<file path="src/rtl/regfile_sb.sv">
// -----------------------------------------------------------------------------
// regfile_sb
//
// Purpose:
//   Receiving end of the writeback write port. Holds a 32 x DATA_W general
//   register file and a per-register count of writes that have been issued
//   but not yet written back. Decode presents source and destination
//   registers at issue. The block returns registered operands with
//   write-first bypass from the writeback port. It also raises a
//   combinational hazard while an operand is still pending, or while the
//   destination's pending count would overflow.
//
// Ports:
//   clock        in   system clock; all state updates on posedge
//   reset        in   asynchronous, active-high
//   reg_add      in   [4:0]        writeback destination register
//   reg_data     in   [DATA_W-1:0] writeback data
//   reg_wr       in   writeback write enable
//   issue_valid  in   decode presents an instruction this cycle
//   issue_rs     in   [4:0]        source register A
//   issue_rt     in   [4:0]        source register B
//   issue_dest   in   [4:0]        destination register
//   issue_wr     in   instruction will write issue_dest
//   rs_data      out  [DATA_W-1:0] registered operand A (1-cycle latency)
//   rt_data      out  [DATA_W-1:0] registered operand B (1-cycle latency)
//   hazard       out  combinational stall request for the current issue
//   sb_err       out  sticky: writeback hit a register with no pending write
//
// Issue handshake:
//   issue_valid acts as "valid" and !hazard acts as "ready". An instruction
//   is accepted on a rising edge when issue_valid && !hazard. Decode must
//   hold the same instruction stable until it is accepted. hazard depends
//   only on the current inputs and the pre-edge state, so it is valid in
//   the same cycle. Writeback has no back-pressure: reg_wr is taken on
//   every rising edge.
// -----------------------------------------------------------------------------
module regfile_sb #(
   parameter int DATA_W = 32,
   parameter int CNT_W  = 2
) (
   input  logic              clock,
   input  logic              reset,
   input  logic [4:0]        reg_add,
   input  logic [DATA_W-1:0] reg_data,
   input  logic              reg_wr,
   input  logic              issue_valid,
   input  logic [4:0]        issue_rs,
   input  logic [4:0]        issue_rt,
   input  logic [4:0]        issue_dest,
   input  logic              issue_wr,
   output logic [DATA_W-1:0] rs_data,
   output logic [DATA_W-1:0] rt_data,
   output logic              hazard,
   output logic              sb_err
);

   localparam int               NREG    = 32;
   localparam logic [CNT_W-1:0] CNT_MAX = '1;
   localparam logic [CNT_W-1:0] CNT_ONE = CNT_W'(1);

   // Storage. Entry 0 is reset to zero and is never written, so it always
   // reads back as zero.
   logic [DATA_W-1:0]           regs [NREG];
   logic [NREG-1:0][CNT_W-1:0]  cnt;

   // Per-issue-port lookups.
   logic [CNT_W-1:0]  cnt_rs, cnt_rt, cnt_dest;
   logic              ret_rs, ret_rt, ret_dest;
   logic              busy_rs, busy_rt, full_dest;
   logic              accept;
   logic [DATA_W-1:0] rd_rs, rd_rt;
   logic              wb_live;

   // A writeback to register 0 is discarded entirely. It never writes,
   // never retires a pending write, and never flags an error.
   assign wb_live = reg_wr && (reg_add != 5'd0);

   // ---------------------------------------------------------------------
   // Hazard and operand selection
   // ---------------------------------------------------------------------
   always_comb begin
      cnt_rs    = cnt[issue_rs];
      cnt_rt    = cnt[issue_rt];
      cnt_dest  = cnt[issue_dest];

      ret_rs    = wb_live && (reg_add == issue_rs);
      ret_rt    = wb_live && (reg_add == issue_rt);
      ret_dest  = wb_live && (reg_add == issue_dest);

      // Effective count = count minus a writeback landing this cycle,
      // floored at zero. "Non-zero" is equivalent to: count is non-zero
      // and this is not the last outstanding write retiring right now.
      busy_rs   = (cnt_rs != '0) && !((cnt_rs == CNT_ONE) && ret_rs);
      busy_rt   = (cnt_rt != '0) && !((cnt_rt == CNT_ONE) && ret_rt);

      // The destination is full only if it is saturated and nothing
      // retires this cycle. A concurrent retire frees one slot for the
      // new write.
      full_dest = (cnt_dest == CNT_MAX) && !ret_dest;

      hazard    = issue_valid && (busy_rs || busy_rt || (issue_wr && full_dest));
      accept    = issue_valid && !hazard;

      // Write-first bypass. Register 0 yields zero because its storage is
      // zero and ret_* can never be true for it.
      rd_rs     = ret_rs ? reg_data : regs[issue_rs];
      rd_rt     = ret_rt ? reg_data : regs[issue_rt];
   end

   // ---------------------------------------------------------------------
   // Register file write port
   // ---------------------------------------------------------------------
   always_ff @(posedge clock or posedge reset) begin
      if (reset) begin
         for (int i = 0; i < NREG; i++) begin
            regs[i] <= '0;
         end
      end else if (wb_live) begin
         regs[reg_add] <= reg_data;
      end
   end

   // ---------------------------------------------------------------------
   // Registered operands: updated only when the issue is accepted
   // ---------------------------------------------------------------------
   always_ff @(posedge clock or posedge reset) begin
      if (reset) begin
         rs_data <= '0;
         rt_data <= '0;
      end else if (accept) begin
         rs_data <= rd_rs;
         rt_data <= rd_rt;
      end
   end

   // ---------------------------------------------------------------------
   // Sticky error: a writeback arrived for a register with nothing pending
   // ---------------------------------------------------------------------
   always_ff @(posedge clock or posedge reset) begin
      if (reset) begin
         sb_err <= 1'b0;
      end else if (wb_live && (cnt[reg_add] == '0)) begin
         sb_err <= 1'b1;
      end
   end

   // ---------------------------------------------------------------------
   // Pending-write counters, one per register 1..31
   // ---------------------------------------------------------------------
   assign cnt[0] = '0;

   for (genvar g = 1; g < NREG; g++) begin : g_cnt
      localparam logic [4:0] IDX = 5'(g);

      logic             ret;
      logic             inc;
      logic             dec;
      logic [CNT_W-1:0] cnt_q;

      assign ret = reg_wr && (reg_add == IDX);
      assign inc = accept && issue_wr && (issue_dest == IDX);
      // A retire with nothing pending is an error and leaves the count
      // at zero instead of wrapping.
      assign dec = ret && (cnt_q != '0);

      // inc cannot overflow: hazard blocks the issue when the count is
      // saturated and no retire is landing in the same cycle.
      always_ff @(posedge clock or posedge reset) begin
         if (reset) begin
            cnt_q <= '0;
         end else if (inc && !dec) begin
            cnt_q <= cnt_q + CNT_ONE;
         end else if (dec && !inc) begin
            cnt_q <= cnt_q - CNT_ONE;
         end
      end

      assign cnt[g] = cnt_q;
   end

endmodule

</file>
<file path="config.mk">
export PLATFORM = sky130hd
export DESIGN_NAME = regfile_sb
export DESIGN_NICKNAME = d
export VERILOG_FILES = /design/src/rtl/regfile_sb.sv
export SDC_FILE = /design/constraint.sdc
export NUM_CORES = 2
export LEC_CHECK = 0
export CORE_MARGIN = 3
export CORE_UTILIZATION = 55
export DETAILED_ROUTE_END_ITERATION = 8
export GPL_TIMING_DRIVEN = 0
export PLACE_DENSITY = 0.72
export SETUP_SLACK_MARGIN = 0.05
export SYNTH_ARGS = -nofsm -noshare
export SYNTH_HDL_FRONTEND = slang
export SYNTH_SLANG_ARGS = --single-unit
</file>
<file path="constraint.sdc">
create_clock -name clock -period 47.3 [get_ports clock]
set_input_delay 9.46 -clock clock [delete_from_list [all_inputs] [get_ports clock]]
set_output_delay 9.46 -clock clock [all_outputs]
set_load 0.1 [all_outputs]
</file>
* Word level (Yosys, flattened, before mapping) *
Index checks and enable logic that the tools add are counted.

word-level totals
  register bits after elaboration = 1,151
  logic and storage cells = 592
  output and inout port bits = 66
  input port bits = 57

cells by class
  reductions and logical operators = 304
  order comparisons = 8
  add/subtract/negate cells = 62
  equal/unequal tests = 68
  multiplexer cells = 81
  bitwise operators = 3

operator list
  operator                                                                      count
  1024-bit bitwise mux                                                          1
  32-bit binary-select mux with 5-bit select                                    2
  32-bit two-way mux                                                            7
  1-bit logical AND                                                             170
  32-bit demux with 5-bit select                                                1
  5-bit equality test, second input constant                                    32
  2-bit two-way mux                                                             66
  2-bit nonzero test                                                            64
  5-bit by 4-bit equality test with 1-bit output, second input constant         16
  1-bit logical NOT                                                             66
  2-bit by 1-bit adder with 2-bit output, second input constant                 31
  2-bit by 1-bit subtractor with 2-bit output, second input constant            31
  2-bit binary-select mux with 5-bit select                                     4
  5-bit by 3-bit equality test with 1-bit output, second input constant         8
  5-bit by 6-bit less-than comparator with 1-bit output, second input constant  4
  5-bit by 2-bit equality test with 1-bit output, second input constant         4
  6-bit greater-or-equal comparator, second input constant                      3
  5-bit NOT with 6-bit output                                                   3
  5-bit equality test                                                           3
  5-bit by 1-bit equality test with 1-bit output, second input constant         2
  6-bit by 1-bit less-than comparator with 1-bit output, second input constant  1
  5-bit nonzero test                                                            1
  2-bit by 1-bit equality test with 1-bit output, second input constant         2
  2-bit equality test, second input constant                                    1
  2 further kinds                                                               3

* Depth between registers and ports, before layout *
  depth in word-level cells = 17
  gate-level depth with buffers = 16
  mapped depth without buffers = 11

* Worst setup path after synthesis *
Ideal clock, no wire load.

  path type = input port to output port
  from = in reg_add[3]
  to = out hazard
  data arrival time = 11.786 ns
  cell stages on the path = 7
  path slack = 26.054 ns
  required time = 37.840 ns
  buffers on the path = 2
  cell sequence = clkbuf_1 -> or2_2 -> clkbuf_1 -> o41ai_1 -> o41ai_1 -> a21oi_1 -> o31a_1

between the ends
  longest elaborated chain between the ends = 9
  elaborated cells between the ends (all ways) = 20
  classes of those cells = eq/ne: 3; reduce/logical: 17

RTL lines
  element                                      line    source
  from (decl)                                  43      input logic [4:0] reg_add,
  5-bit nonzero test                           76      assign wb_live = reg_wr && (reg_add != 5'd0);
  1-bit logical AND                            76
  1-bit logical AND, on equally long branches  86, 87
  1-bit logical AND, on equally long branches  93, 94
  1-bit logical NOT, on equally long branches  93, 94
  1-bit logical AND, on equally long branches  93, 94
  1-bit logical OR                             101     hazard = issue_valid && (busy_rs || busy_rt || (issue_wr && full_dest));
  1-bit logical OR *                           101
  1-bit logical AND *                          101
  to (decl)                                    53      output logic hazard,

Mark *: on every way between the ends. The rest lies on a longest branch, timed or not.

* Worst setup path after layout *
  from = in issue_dest[1]
  to = out hazard

between the ends
  longest elaborated chain between the ends = 7
  elaborated cells between the ends (all ways) = 10
  classes of those cells = eq/ne: 2; mux: 2; reduce/logical: 6

RTL lines
  element                                                                                  line    source
  from (decl)                                                                              49      input logic [4:0] issue_dest,
  2-bit binary-select mux with 5-bit select / 5-bit equality test (equally long branches)  84, 88
  2-bit two-way mux (not written as such) / 1-bit logical AND (equally long branches)      84, 88
  2-bit equality test / 1-bit logical NOT (equally long branches)                          99      full_dest = (cnt_dest == CNT_MAX) && !ret_dest;
  1-bit logical AND *                                                                      99
  1-bit logical AND *                                                                      101
  1-bit logical OR *                                                                       101
  1-bit logical AND *                                                                      101

Mark *: on every way between the ends. The rest lies on a longest branch, timed or not. The select of a mux whose other input is x is not followed.

==> flow_summary.yaml <==
floorplanning:
  ios: 123
  die_x_um: 342.3
  core_area_um2: 111400
  dieArea_um2: 117200
  start_util_pct: 55.82
  rows: 122
  die_h_um: 342.3
drt:
  vias: 41580
  vias_per_cell: 7.096
  wl_per_cell_um: 36.07
  drcViolationCount: 0
  wl_um: 211300
  antenna_left: 0
  drtIter0Drc: 5207
  firstDrtPassIters: 6
timing:
  max_slew_margin_pct: -5.582
  grt_setup_unrepaired: "false"
  fmax_mhz: 43.47
  fin_worst_skew_ps: 40.78
  fin_crit_sh_pct: 48.63
  tightest_slew_ps: 1584
  final_hold_viol_count: 0
  setup_violations: 0
  whs_ps: 481.7
  fin_crit_ps: 23000
  slew_violations: 65
layout:
  mostFrequentLayoutCell: "dfrtp_1"
  area_growth_pct: 12.22
  n_fill_cell: 8215
  layout.nets: 4359
  regArea_um2: 28800
  most-common-layout-cells: "dfrtp_1 (1151), mux2_2 (1051), mux4_2 (668)"
  layout-drive-gt1-share_pct: 45.95
  multiInputGateArea_um2: 31560
logic_synthesis:
  yosys.area.top_type: "dfrtp_1"
  synth_edf_count: 0
  ys.flop_type: "dfrtp_1"
  ys_top_cells_by_area: "dfrtp_1 (46%), mux4_2 (24%), mux2_2 (19%), clkbuf_1 (2.0%), mux2i_1 (1.3%)"
  synth-seq-area-share_pct: 46.30
  ys_types: 51
  yosys_warnings: 0
  synth_top_area_share_pct: 46.30
  async_reset_ff_share_pct: 100.0
  avgSynthCellArea_um2: 15.46
  syn_inst: 4024
  synth.cell_area_um2: 62210
  syn_nets: 4112
  synth-seq-cells: 1151
global_route:
  grt_pass1_vias: 42280
  grt_first_pass_wirelength_um: 302400
  antenna_found_initial: 3
  grt_max_degree: 130
  grt_usage_pct: 36.45
  grt.overflow.total: 0
worst_setup_path:
  critPathCaptureType: "output pin"
  reg2reg_depth: 13
  cp-start-kind: "primary input"
  r2r_end: "g_cnt[30].cnt_q[1]$_DFFE_PP0P_"
  path_max_fanout: 10
  critPathArrivalTime_ps: 13540
  cp_slowest_stage_delay_ps: 1160
  path_cells: "clkdlybuf4s50_1 > clkbuf_1 > buf_1 > nand4b_1 > nand2_1 > o21ai_0 > a221o_1 > a21oi_1 > o31a_1 > clkdlybuf4s50_1"
  cp_slowest_cell: "clkdlybuf4s50_1"
  rrSetupSlack_ps: 43070
  criticalPathCategory: "primary input to output pin"
  r2r-start: "g_cnt[8].cnt_q[1]$_DFFE_PP0P_"
  cp_data_required_time_ps: 37840
  path_common_cell: "clkdlybuf4s50_1"
clock_tree:
  cts.sinks: 1151
  cts_tree: "built"
  cts-resized-gates: 0
  cts_hold_buf: 0
  htree_levels: 3
  clk_path_buf_depth: 3
  cts.clk_slew.worst_paths_ps: 50
  postCtsSetupBuffers: 0
  cts-root-buf: "clkbuf_16"
  clock_latency_ps: 750
  numCtsBuffers: 121
placed_design:
  io_buffers: 111
  hpwlAfterDp_um: 138600
  place_congestion: 0.9366
pwr:
  p_sw_share_pct: 32.96
  p_switching_mw: 1.123
  clockPowerShare_pct: 30.4
  p_leak_nw: 29.72
  vdd_drop_max_mv: 0.04741
  internal_power_mw: 2.284
  p_total_mw: 3.408
  p_per_area_nw_per_um2: 48.82
  p_seq_share_pct: 40.5
  combPwrFrac_pct: 29.1
run_status:
  status: "complete, but fails checks"
  failed_checks: "max-capacitance violations, max-slew violations"
hold_path:
  hold_path_depth: 1
  hold_end: "regs[1018]$_DFFE_PP0P_"
  min-delay-start: "regs[1018]$_DFFE_PP0P_"
  hold_path_class: "register to register"
flow_run:
  drv_cap: 9
==> per-layer routing <==
metal | GRT usage, % | up-vias | share of wire, %
met1 | 48.09 | 22150 | 37
li1 | - | 15970 | -
met5 | 0.5833 | - | 0.067
met3 | 12.97 | 697 | 12
met4 | 19.20 | 10 | 6.3
met2 | 53.32 | 2750 | 44
==> metrics by stage <==
stage | util [%] | instances | setup TNS [ps] | area (um2) | worst slack, ps
6_report | 62.65 | 5859 | 0 | 69810 | 24300
5_1_grt | 62.64 | 5858 | 0 | 69800 | 24200
4_1_cts | 62.63 | 5857 | 0 | 69780 | 24420
3_5_place_dp | 58.78 | 5635 | 0 | 65500 | 24420
3_3_place_gp | 58.49 | 5623 | -9116650 | 65180 | -8125
2_1_floorplan | - | 4024 | 0 | 62210 | 5423
==> cells by family after synthesis <==
kind of cell / share of synthesized area (%)
flip-flops: 46.30
buffers and inverters: 2.963
XOR/XNOR: 1.521
adder cells (fa/ha/maj): 0.6235
AO/OA/AOI/OAI: 1.599
multiplexers: 44.79
AND/OR/NAND/NOR: 2.205
==> area by class of cell <==
cell class              instances  share of cell area (%)
well taps                    1488                   2.667
repair buffers                124                   2.050
diodes                          1                0.003585
inverters                       7                 0.04839
clock buffers                 170                   5.008
flip-flops and latches       1151                   41.26
multi-input cells            2409                   45.21
plain buffers                 457                   2.615
clock inverters                52                   1.136
==> worst max path at each step <==
stage | to | from | cells after the start | slack (ps)
after floorplan | g_cnt[10].cnt_q[0]$_DFFE_PP0P_ | reset | 1 | 5420
after global placement | regs[855]$_DFFE_PP0P_ | reset | 2 | -8130
after detailed placement | hazard | issue_dest[1] | 10 | 24420
after CTS | hazard | issue_dest[1] | 10 | 24420
after global routing | hazard | issue_dest[1] | 10 | 24200
final | hazard | issue_dest[1] | 10 | 24300
==> synth_stat cells (40+ instances only) <==
library cell and count:
dfrtp_1 1151, mux2_2 1051, mux4_2 668, clkbuf_1 331, o21ai_0 100, nand2_1 99
mux2i_1 80, nor2_1 71, xor2_1 68, buf_1 64, buf_2 57, xnor2_1 40
==> flip-flops by register name, indices dropped and copies added, names as in the netlist <==
name         count
regs          1024
g_cnt.cnt_q     62
rt_data         32
rs_data         32
sb_err           1
==> power by group through the flow <==
| stage | Clock (mW) | Sequential (mW) | Combinational (mW) |
|---|---|---|---|
| floorplan | 0 | 1.54 | 0.553 |
| global placement | 0 | 1.38 | 0.959 |
| detailed placement | 0 | 1.39 | 0.980 |
| CTS | 1.04 | 1.37 | 0.984 |
| global route | 1.08 | 1.40 | 1.03 |
| finish | 1.04 | 1.38 | 0.990 |
==> critical path, delay by kind of cell <==
kind                   cells  cell delay [ps]
buffers and inverters      4             2840
AO/OA/AOI/OAI              4              980
AND/OR/NAND/NOR            2              250
Power figures use the tool's default switching activity.
